File: config.mk
export PLATFORM = sky130hd
export DESIGN_NAME = uart_tx_scheduler
export DESIGN_NICKNAME = d
export VERILOG_FILES = /design/src/rtl/uart_pkg.sv /design/src/rtl/uart_rr_arbiter.sv /design/src/rtl/uart_tx_scheduler.sv
export SDC_FILE = /design/constraint.sdc
export NUM_CORES = 1
export LEC_CHECK = 0
export CAP_MARGIN = 25
export CORE_MARGIN = 3
export CORE_UTILIZATION = 48
export CTS_CLUSTER_SIZE = 20
export DETAILED_ROUTE_END_ITERATION = 10
export PLACE_DENSITY = 0.83
export SYNTH_ARGS = -nofsm -noshare
export SYNTH_HDL_FRONTEND = slang
export SYNTH_SLANG_ARGS = --single-unit
File: constraint.sdc
create_clock -name clk -period 2.7 [get_ports clk]
set_input_delay 0.54 -clock clk [delete_from_list [all_inputs] [get_ports clk]]
set_output_delay 0.54 -clock clk [all_outputs]
set_load 0.005 [all_outputs]
File: src/rtl/uart_pkg.sv
// Shared definitions for the UART transmit scheduler.
// Build option: define UART_PARITY_EN to insert an odd parity bit between d7 and stop.
package uart_pkg;

`ifdef UART_PARITY_EN
  localparam int unsigned FRAME_W = 11;
`else
  localparam int unsigned FRAME_W = 10;
`endif

  // Bit positions within a frame, in transmission order
  localparam int unsigned BIT_START   = 0;
  localparam int unsigned BIT_DATA_LO = 1;
  localparam int unsigned BIT_DATA_HI = 8;
  localparam int unsigned BIT_PARITY  = 9;
  localparam int unsigned BIT_STOP    = FRAME_W - 1;

  typedef enum logic [1:0] {IDLE, ARM, SHIFT} state_e;

  // 1 when the byte holds an even number of ones, making data+parity odd
  function automatic logic odd_parity(input logic [7:0] d);
    return ~^d;
  endfunction

  // Full serial frame, bit 0 goes out first
  function automatic logic [FRAME_W-1:0] build_frame(input logic [7:0] d);
    logic [FRAME_W-1:0] f;
    f = '1;
    f[BIT_START] = 1'b0;
    f[BIT_DATA_HI:BIT_DATA_LO] = d;
`ifdef UART_PARITY_EN
    f[BIT_PARITY] = odd_parity(d);
`endif
    f[BIT_STOP] = 1'b1;
    return f;
  endfunction

endpackage

File: src/rtl/uart_rr_arbiter.sv
// Combinational round-robin pick: first set request at or above the pointer, with wrap.
module uart_rr_arbiter #(
  parameter int unsigned N_REQ = 4
) (
  input  logic [N_REQ-1:0] i_req,
  input  logic [2:0]       i_ptr,
  output logic [N_REQ-1:0] o_onehot,
  output logic [2:0]       o_idx,
  output logic             o_valid
);

  logic [2*N_REQ-1:0] w_req2;

  assign w_req2 = {i_req, i_req};

  // Scanning the doubled vector from the pointer position covers the wrap without modular indexing
  always_comb begin
    o_onehot = '0;
    o_idx    = '0;
    o_valid  = 1'b0;
    for (int unsigned i = 0; i < 2 * N_REQ; i++) begin
      if (!o_valid && (i >= 32'(i_ptr)) && w_req2[i]) begin
        o_valid                = 1'b1;
        o_idx                  = 3'(i % N_REQ);
        o_onehot[i % N_REQ]    = 1'b1;
      end
    end
  end

endmodule

File: src/rtl/uart_tx_scheduler.sv
// Shares one UART TX line among N_REQ byte requesters with round-robin arbitration.
// Build option: UART_PARITY_EN selects an 11-bit frame with odd parity (10-bit otherwise).
module uart_tx_scheduler
  import uart_pkg::*;
#(
  parameter int unsigned N_REQ  = 4,
  parameter int unsigned DATA_W = 8
) (
  input  logic                    clk,
  input  logic                    rst_n,
  input  logic                    uart_tick,
  input  logic [N_REQ-1:0]        req,
  input  logic [N_REQ*DATA_W-1:0] req_data,
  output logic [N_REQ-1:0]        grant,
  output logic [2:0]              grant_id,
  output logic                    busy,
  output logic                    tx
);

  localparam logic [3:0] LAST_BIT = 4'(FRAME_W - 1);

  state_e             r_state;
  logic [2:0]         r_ptr;
  logic [N_REQ-1:0]   r_grant;
  logic [2:0]         r_grant_id;
  logic               r_busy;
  logic               r_tx;
  logic [3:0]         r_bitcnt;
  logic [FRAME_W-1:0] r_frame;

  logic [N_REQ-1:0]   w_onehot;
  logic [2:0]         w_idx;
  logic               w_valid;
  logic [7:0]         w_byte;
  logic [2:0]         w_ptr_next;

  uart_rr_arbiter #(
    .N_REQ(N_REQ)
  ) u_arb (
    .i_req    (req),
    .i_ptr    (r_ptr),
    .o_onehot (w_onehot),
    .o_idx    (w_idx),
    .o_valid  (w_valid)
  );

  // Select the winning requester's byte
  always_comb begin
    w_byte = '0;
    for (int unsigned i = 0; i < N_REQ; i++) begin
      if (w_onehot[i]) w_byte = req_data[DATA_W*i +: 8];
    end
  end

  assign w_ptr_next = (w_idx == 3'(N_REQ - 1)) ? 3'd0 : w_idx + 3'd1;

  // Arbitrate in IDLE, wait for tick alignment in ARM, shift one frame bit per tick in SHIFT
  always_ff @(posedge clk or negedge rst_n) begin
    if (!rst_n) begin
      r_state    <= IDLE;
      r_ptr      <= '0;
      r_grant    <= '0;
      r_grant_id <= '0;
      r_busy     <= 1'b0;
      r_tx       <= 1'b1;
      r_bitcnt   <= '0;
      r_frame    <= '1;
    end else begin
      r_grant <= '0;
      case (r_state)
        IDLE: begin
          if (w_valid) begin
            r_grant    <= w_onehot;
            r_grant_id <= w_idx;
            r_busy     <= 1'b1;
            r_frame    <= build_frame(w_byte);
            r_ptr      <= w_ptr_next;
            r_state    <= ARM;
          end
        end
        ARM: begin
          if (uart_tick) begin
            r_tx     <= r_frame[0];
            r_frame  <= {1'b1, r_frame[FRAME_W-1:1]};
            r_bitcnt <= '0;
            r_state  <= SHIFT;
          end
        end
        SHIFT: begin
          if (uart_tick) begin
            if (r_bitcnt == LAST_BIT) begin
              // tx already holds the stop level, so the line stays idle-high
              r_busy  <= 1'b0;
              r_state <= IDLE;
            end else begin
              r_bitcnt <= r_bitcnt + 4'd1;
              r_tx     <= r_frame[0];
              r_frame  <= {1'b1, r_frame[FRAME_W-1:1]};
            end
          end
        end
        default: r_state <= IDLE;
      endcase
    end
  end

  assign grant    = r_grant;
  assign grant_id = r_grant_id;
  assign busy     = r_busy;
  assign tx       = r_tx;

endmodule

# Word level (Yosys, flattened, before mapping)
# Cells that the tools add are included.
# classes
order_cmp	7
addsub	2
n_eq_ne	9
muxes	51
reduce_logical	30
# op_table
operator	count
10-bit two-way mux	4
8-bit two-way mux	4
10-bit one-hot mux with 3 select lines	1
1-bit two-way mux	22
2-bit two-way mux	10
4-bit two-way mux	5
1-bit logical AND	14
4-bit AND reduction	3
3-bit greater-or-equal comparator, first input constant	3
2-bit != test, second input constant	4
4-bit one-hot mux with 2 select lines	1
1-bit logical NOT	7
1-bit by 3-bit greater-or-equal comparator with 1-bit output, first input constant	2
2-bit by 3-bit greater-or-equal comparator with 1-bit output, first input constant	2
2-bit one-hot mux with 3 select lines	1
5-bit AND reduction	1
4-bit by 1-bit adder with 4-bit output, second input constant	1
4-bit == test, second input constant	1
1-bit one-hot mux with 2 select lines	2
2-bit nonzero test	2
3-bit by 1-bit adder with 3-bit output, second input constant	1
3-bit by 2-bit == test with 1-bit output, second input constant	1
3-bit two-way mux	1
3-bit nonzero test	1
other kinds (5)	5
# word_totals
reg_bits	28

# Longest topological paths before layout
# logic_depth
depth_word	33
depth_mapped	8

# Modules after synthesis
# Synthesis repeated with hierarchy kept, for this count alone.
# hier_totals
cells_unflattened	201
hier_area_um2	1790.5
# by_module_without_submodules
module	cells_each	area_per_inst_um2	seq_area_each_um2	instances
uart_tx_scheduler	172	1604.0	688.2	1
uart_rr_arbiter	29	186.4	0.0	1

# Worst setup path after synthesis
# No wires, ideal clock.
# synth_path
path_type	input port to flip-flop
from	in req[0]
to	reg r_ptr[1]
t_arrival_ns	1.906
setup_ns	0.125
required_time_ns	2.575
stages	6
setup_slack_ns	0.670
path_cell_list	nor2b_1 o311ai_2 nand2_2 nand2b_1 ha_1 mux2_2
# synth_between
elab_chain_len	31
word_cells_on_any_way	40
classes_between	add/sub: 1; eq/ne: 1; mux: 16; reduce/logical: 22
# synth_rtl
element	line	rtl
start, declared	uart_tx_scheduler.sv:12	input logic [N_REQ-1:0] req,
1-bit logical AND	uart_rr_arbiter.sv:22	if (!o_valid && (i >= 32'(i_ptr)) && w_req2[i]) begin
1-bit two-way mux	uart_rr_arbiter.sv:22	
1-bit logical NOT	uart_rr_arbiter.sv:22	
1-bit logical AND (2 in series)	uart_rr_arbiter.sv:22	
1-bit two-way mux	uart_rr_arbiter.sv:22	
1-bit logical NOT	uart_rr_arbiter.sv:22	
1-bit logical AND (2 in series)	uart_rr_arbiter.sv:22	
1-bit two-way mux	uart_rr_arbiter.sv:22	
[15 not listed]	n/a	
1-bit two-way mux	uart_rr_arbiter.sv:22	
1-bit logical NOT	uart_rr_arbiter.sv:22	
1-bit logical AND	uart_rr_arbiter.sv:22	
2-bit two-way mux (*)	uart_rr_arbiter.sv:22	
net u_arb.o_idx[1]	uart_rr_arbiter.sv:8	output logic [2:0] o_idx,
3-bit by 1-bit adder with 3-bit output or 3-bit by 2-bit == test with 1-bit output (tied branches)	uart_tx_scheduler.sv:55	assign w_ptr_next = (w_idx == 3'(N_REQ - 1)) ? 3'd0 : w_idx + 3'd1;
3-bit two-way mux (*)	uart_tx_scheduler.sv:55	
net w_ptr_next[1]	uart_tx_scheduler.sv:35	logic [2:0] w_ptr_next;
end signal, assigned	uart_tx_scheduler.sv:77	r_ptr <= w_ptr_next;
end, declared	uart_tx_scheduler.sv:23	logic [2:0] r_ptr;
# Mark *: on every way through the listed nets, which the timed path passes. The rest lies on a longest branch.
# A chain may end at the register's enable or synchronous reset.

# Worst setup path in the final report
# layout_path
from	in req[2]
to	reg r_ptr[1]
# layout_between
elab_chain_len	23
word_cells_on_any_way	31
classes_between	add/sub: 1; eq/ne: 1; mux: 13; reduce/logical: 16
# layout_rtl
element	line
1-bit logical AND	uart_rr_arbiter.sv:22
1-bit two-way mux	uart_rr_arbiter.sv:22
1-bit logical NOT	uart_rr_arbiter.sv:22
1-bit logical AND (2 in series)	uart_rr_arbiter.sv:22
1-bit two-way mux	uart_rr_arbiter.sv:22
1-bit logical NOT	uart_rr_arbiter.sv:22
1-bit logical AND (2 in series)	uart_rr_arbiter.sv:22
1-bit two-way mux	uart_rr_arbiter.sv:22
[7 not listed]	n/a
1-bit two-way mux	uart_rr_arbiter.sv:22
1-bit logical NOT	uart_rr_arbiter.sv:22
1-bit logical AND	uart_rr_arbiter.sv:22
2-bit two-way mux (*)	uart_rr_arbiter.sv:22
net u_arb.o_idx[0]	uart_rr_arbiter.sv:8
3-bit by 1-bit adder with 3-bit output or 3-bit by 2-bit == test with 1-bit output (tied branches)	uart_tx_scheduler.sv:55
3-bit two-way mux (*)	uart_tx_scheduler.sv:55
net w_ptr_next[1]	uart_tx_scheduler.sv:35
# Marked as above.

==> results_dict.tcl <==
set metrics [dict create \
    h-tree-depth 1 \
    rrSetupSlack_ns 0.62 \
    globalplace.congestion 0.805 \
    pwr_density_cell_nw_per_um2 951 \
    hpwl_mm 3.28 \
    max_cap_violations 0 \
    place_ws_ns 0.149 \
    synth_flop_cell "dfrtp_1" \
    yosysTopAreaCell "dfrtp_1" \
    startpoint_type "input pin" \
    finalCritPeriodShare_pct 83.2 \
    io_buffers 46 \
    worstSkewPairLatency_ns 0.32 \
    final-setup-viol-count 0 \
    pin_count 48 \
    synth_top_family_by_area "compound AO/OA/AOI/OAI gates" \
    via_per_inst 5.85 \
    vias 1532 \
    yosys.area_share.simple_pct 18.6 \
    drive_gt1_share_pct 18.8 \
    cts-root-buf "clkbuf_4" \
    p_total_mw 2.12 \
    yosysMostFrequentCell "a21oi_1" \
    rsz0062_at_grt "no" \
    critPathCaptureType "flop" \
    leakagePower_nw 0.932 \
    post_cts_buffers 0 \
    area_growth_pct 32.1 \
    design_area_um2 2230 \
    fp-row-count 20 \
    hold_ws_ns 0.508 \
    fmax_mhz 445 \
    use_met2_pct 36.9 \
    dieArea_um2 4260 \
    chipHeight_um 65.3 \
    grt_pass1_wl_mm 6.89 \
    synth_top_area_share_pct 22.3 \
    postRouteAntennaNets 0 \
    ys_seq_elements 25 \
    avgRoutedWirePerCell_um 15.8 \
    drtIter0Drc 94 \
    grt_use_total_pct 20.4 \
    maxSlewViolCount 0 \
    seq_area_frac_synth_pct 37.9 \
    grt_max_degree 26 \
    final_core_util_pct 69.5 \
    antenna_cells 0 \
    drtPass1Iterations 4 \
    synthAdderAreaFrac_pct 5.94 \
    coreArea_um2 3200 \
    cp.arrival_ns 2.45 \
    cts-buffers-inserted 3 \
    ctsResizeCount 0 \
    path_class "input pin to flop" \
    use_met3_pct 3.59 \
    yosys.area_share.xor_xnor_pct 0 \
    tritoncts "built" \
    worst_pin_slew_ns 0.737 \
    cp_max_fo 11 \
    drc 0 \
    placed_cells 258 \
    ys_warn_count 0 \
    synth_cells 170 \
    overflow 0 \
    slew_headroom_pct 50.3 \
    fin_nets 266 \
    setup_slack_ns 0.454 \
    postSynthAreaPerCell_um2 9.91 \
    fin_skew_ns 0.0112 \
    placed_cell_area_um2 2200 \
    post_layout_nonfiller_instances 262 \
    outcome "finished, final reports clean" \
    synth_cell_type_count 44 \
    hold_class "flop to flop" \
    syn_area_um2 1690 \
    fin_crit_ns 2.25 \
    synth_edf_count 0 \
    fin_tns_setup_ns 0 \
    syn_nets 217 \
    clkSlewWorstSetupHoldPaths_ns 0.14 \
    muxShareOfSynthArea_pct 2.67 \
    vdd_drop_max_mv 0.513 \
    synth_commonest_cells "19 x a21oi_1, 15 x dfrtp_1, 12 x a22o_1, 10 x dfstp_2" \
    finalWirelength_mm 4.13 \
    synth_compound_area_share_pct 29.2 \
    clock-sinks 25 \
    initial_utilization_pct 52.6 \
    final_hold_viol_count 0 \
    synth-async-reset-ratio_pct 100 \
    netlist_top_cells_area "dfrtp_1 22%, dfstp_2 16%, a22o_1 6.2%" \
    antenna_found_initial 0 \
    die_w_um 65.3 \
    grt_use_met1_pct 25.2 \
    top_usage_layer "met2" \
    cp.required_ns 2.91 \
    hold_buffers 0 \
    grt_pass1_vias 1486 \
    clk_path_buf_depth 2 \
]
## power breakdown
group | total [mW] | internal (mW) | switching [mW]
combinational | 1.24 | 0.601 | 0.637
clock | 0.165 | 0.0577 | 0.108
sequential | 0.714 | 0.584 | 0.130
## critical path: stages
cell	delay, ns
clkdlybuf4s50_1	0.67
a21oi_1	0.08
o221a_2	0.38
nand2b_1	0.23
ha_1	0.29
mux2_2	0.26
## registers in the layout (all words and copies together), names as in the netlist
signal / count
busy: 1
grant: 4
grant_id: 2
r_bitcnt: 4
r_frame: 9
r_ptr: 2
r_state: 2
tx: 1
## layer usage
metal,share of wire [%],vias up
met5,0,-
met4,0.97,0
met3,5.9,6
met2,52,61
met1,41,731
li1,-,734
## cell usage in the layout, fill, tap and decap left out, types with 7 or more instances in the layout
master / count
o21ai_0: 9
nand3b_1: 7
clkdlybuf4s50_1: 46
a22o_1: 12
dfstp_2: 10
a21oi_1: 19
inv_1: 9
and3b_1: 7
o22ai_1: 8
ha_1: 8
dfrtp_1: 15
buf_4: 8
## final cells by class
class | instances | area [µm²]
Tap cell | 44 | 55.1
Multi-Input combinational cell | 126 | 953
Timing Repair Buffer | 54 | 520
Clock buffer | 4 | 26.3
Sequential cell | 25 | 638
Inverter | 9 | 33.8
Fill cell | 263 | 976
## final timing paths
kind / from / end / depth (start not counted)
setup reg to reg: r_state[0]$_DFFE_PN0P_ / r_frame[5]$_DFFE_PN1P_ / 8
max in group asynchronous: rst_n / r_frame[1]$_DFFE_PN1P_ / 2
setup / recovery: req[2] / r_ptr[1]$_DFFE_PN0P_ / 6
min in group asynchronous: rst_n / grant[3]$_DFF_PN0_ / 2
hold reg to reg: r_frame[8]$_DFFE_PN1P_ / r_frame[8]$_DFFE_PN1P_ / 2
hold / removal: r_frame[8]$_DFFE_PN1P_ / r_frame[8]$_DFFE_PN1P_ / 2
## cell families after synthesis
family                   Yosys count
AO/OA/AOI/OAI                     66
adder cells (fa/ha/maj)            8
buffers and inverters             19
flip-flops                        25
multiplexers                       4
other                              1
AND/OR/NAND/NOR                   47
Note: power is estimated with default switching activity, not from simulation.
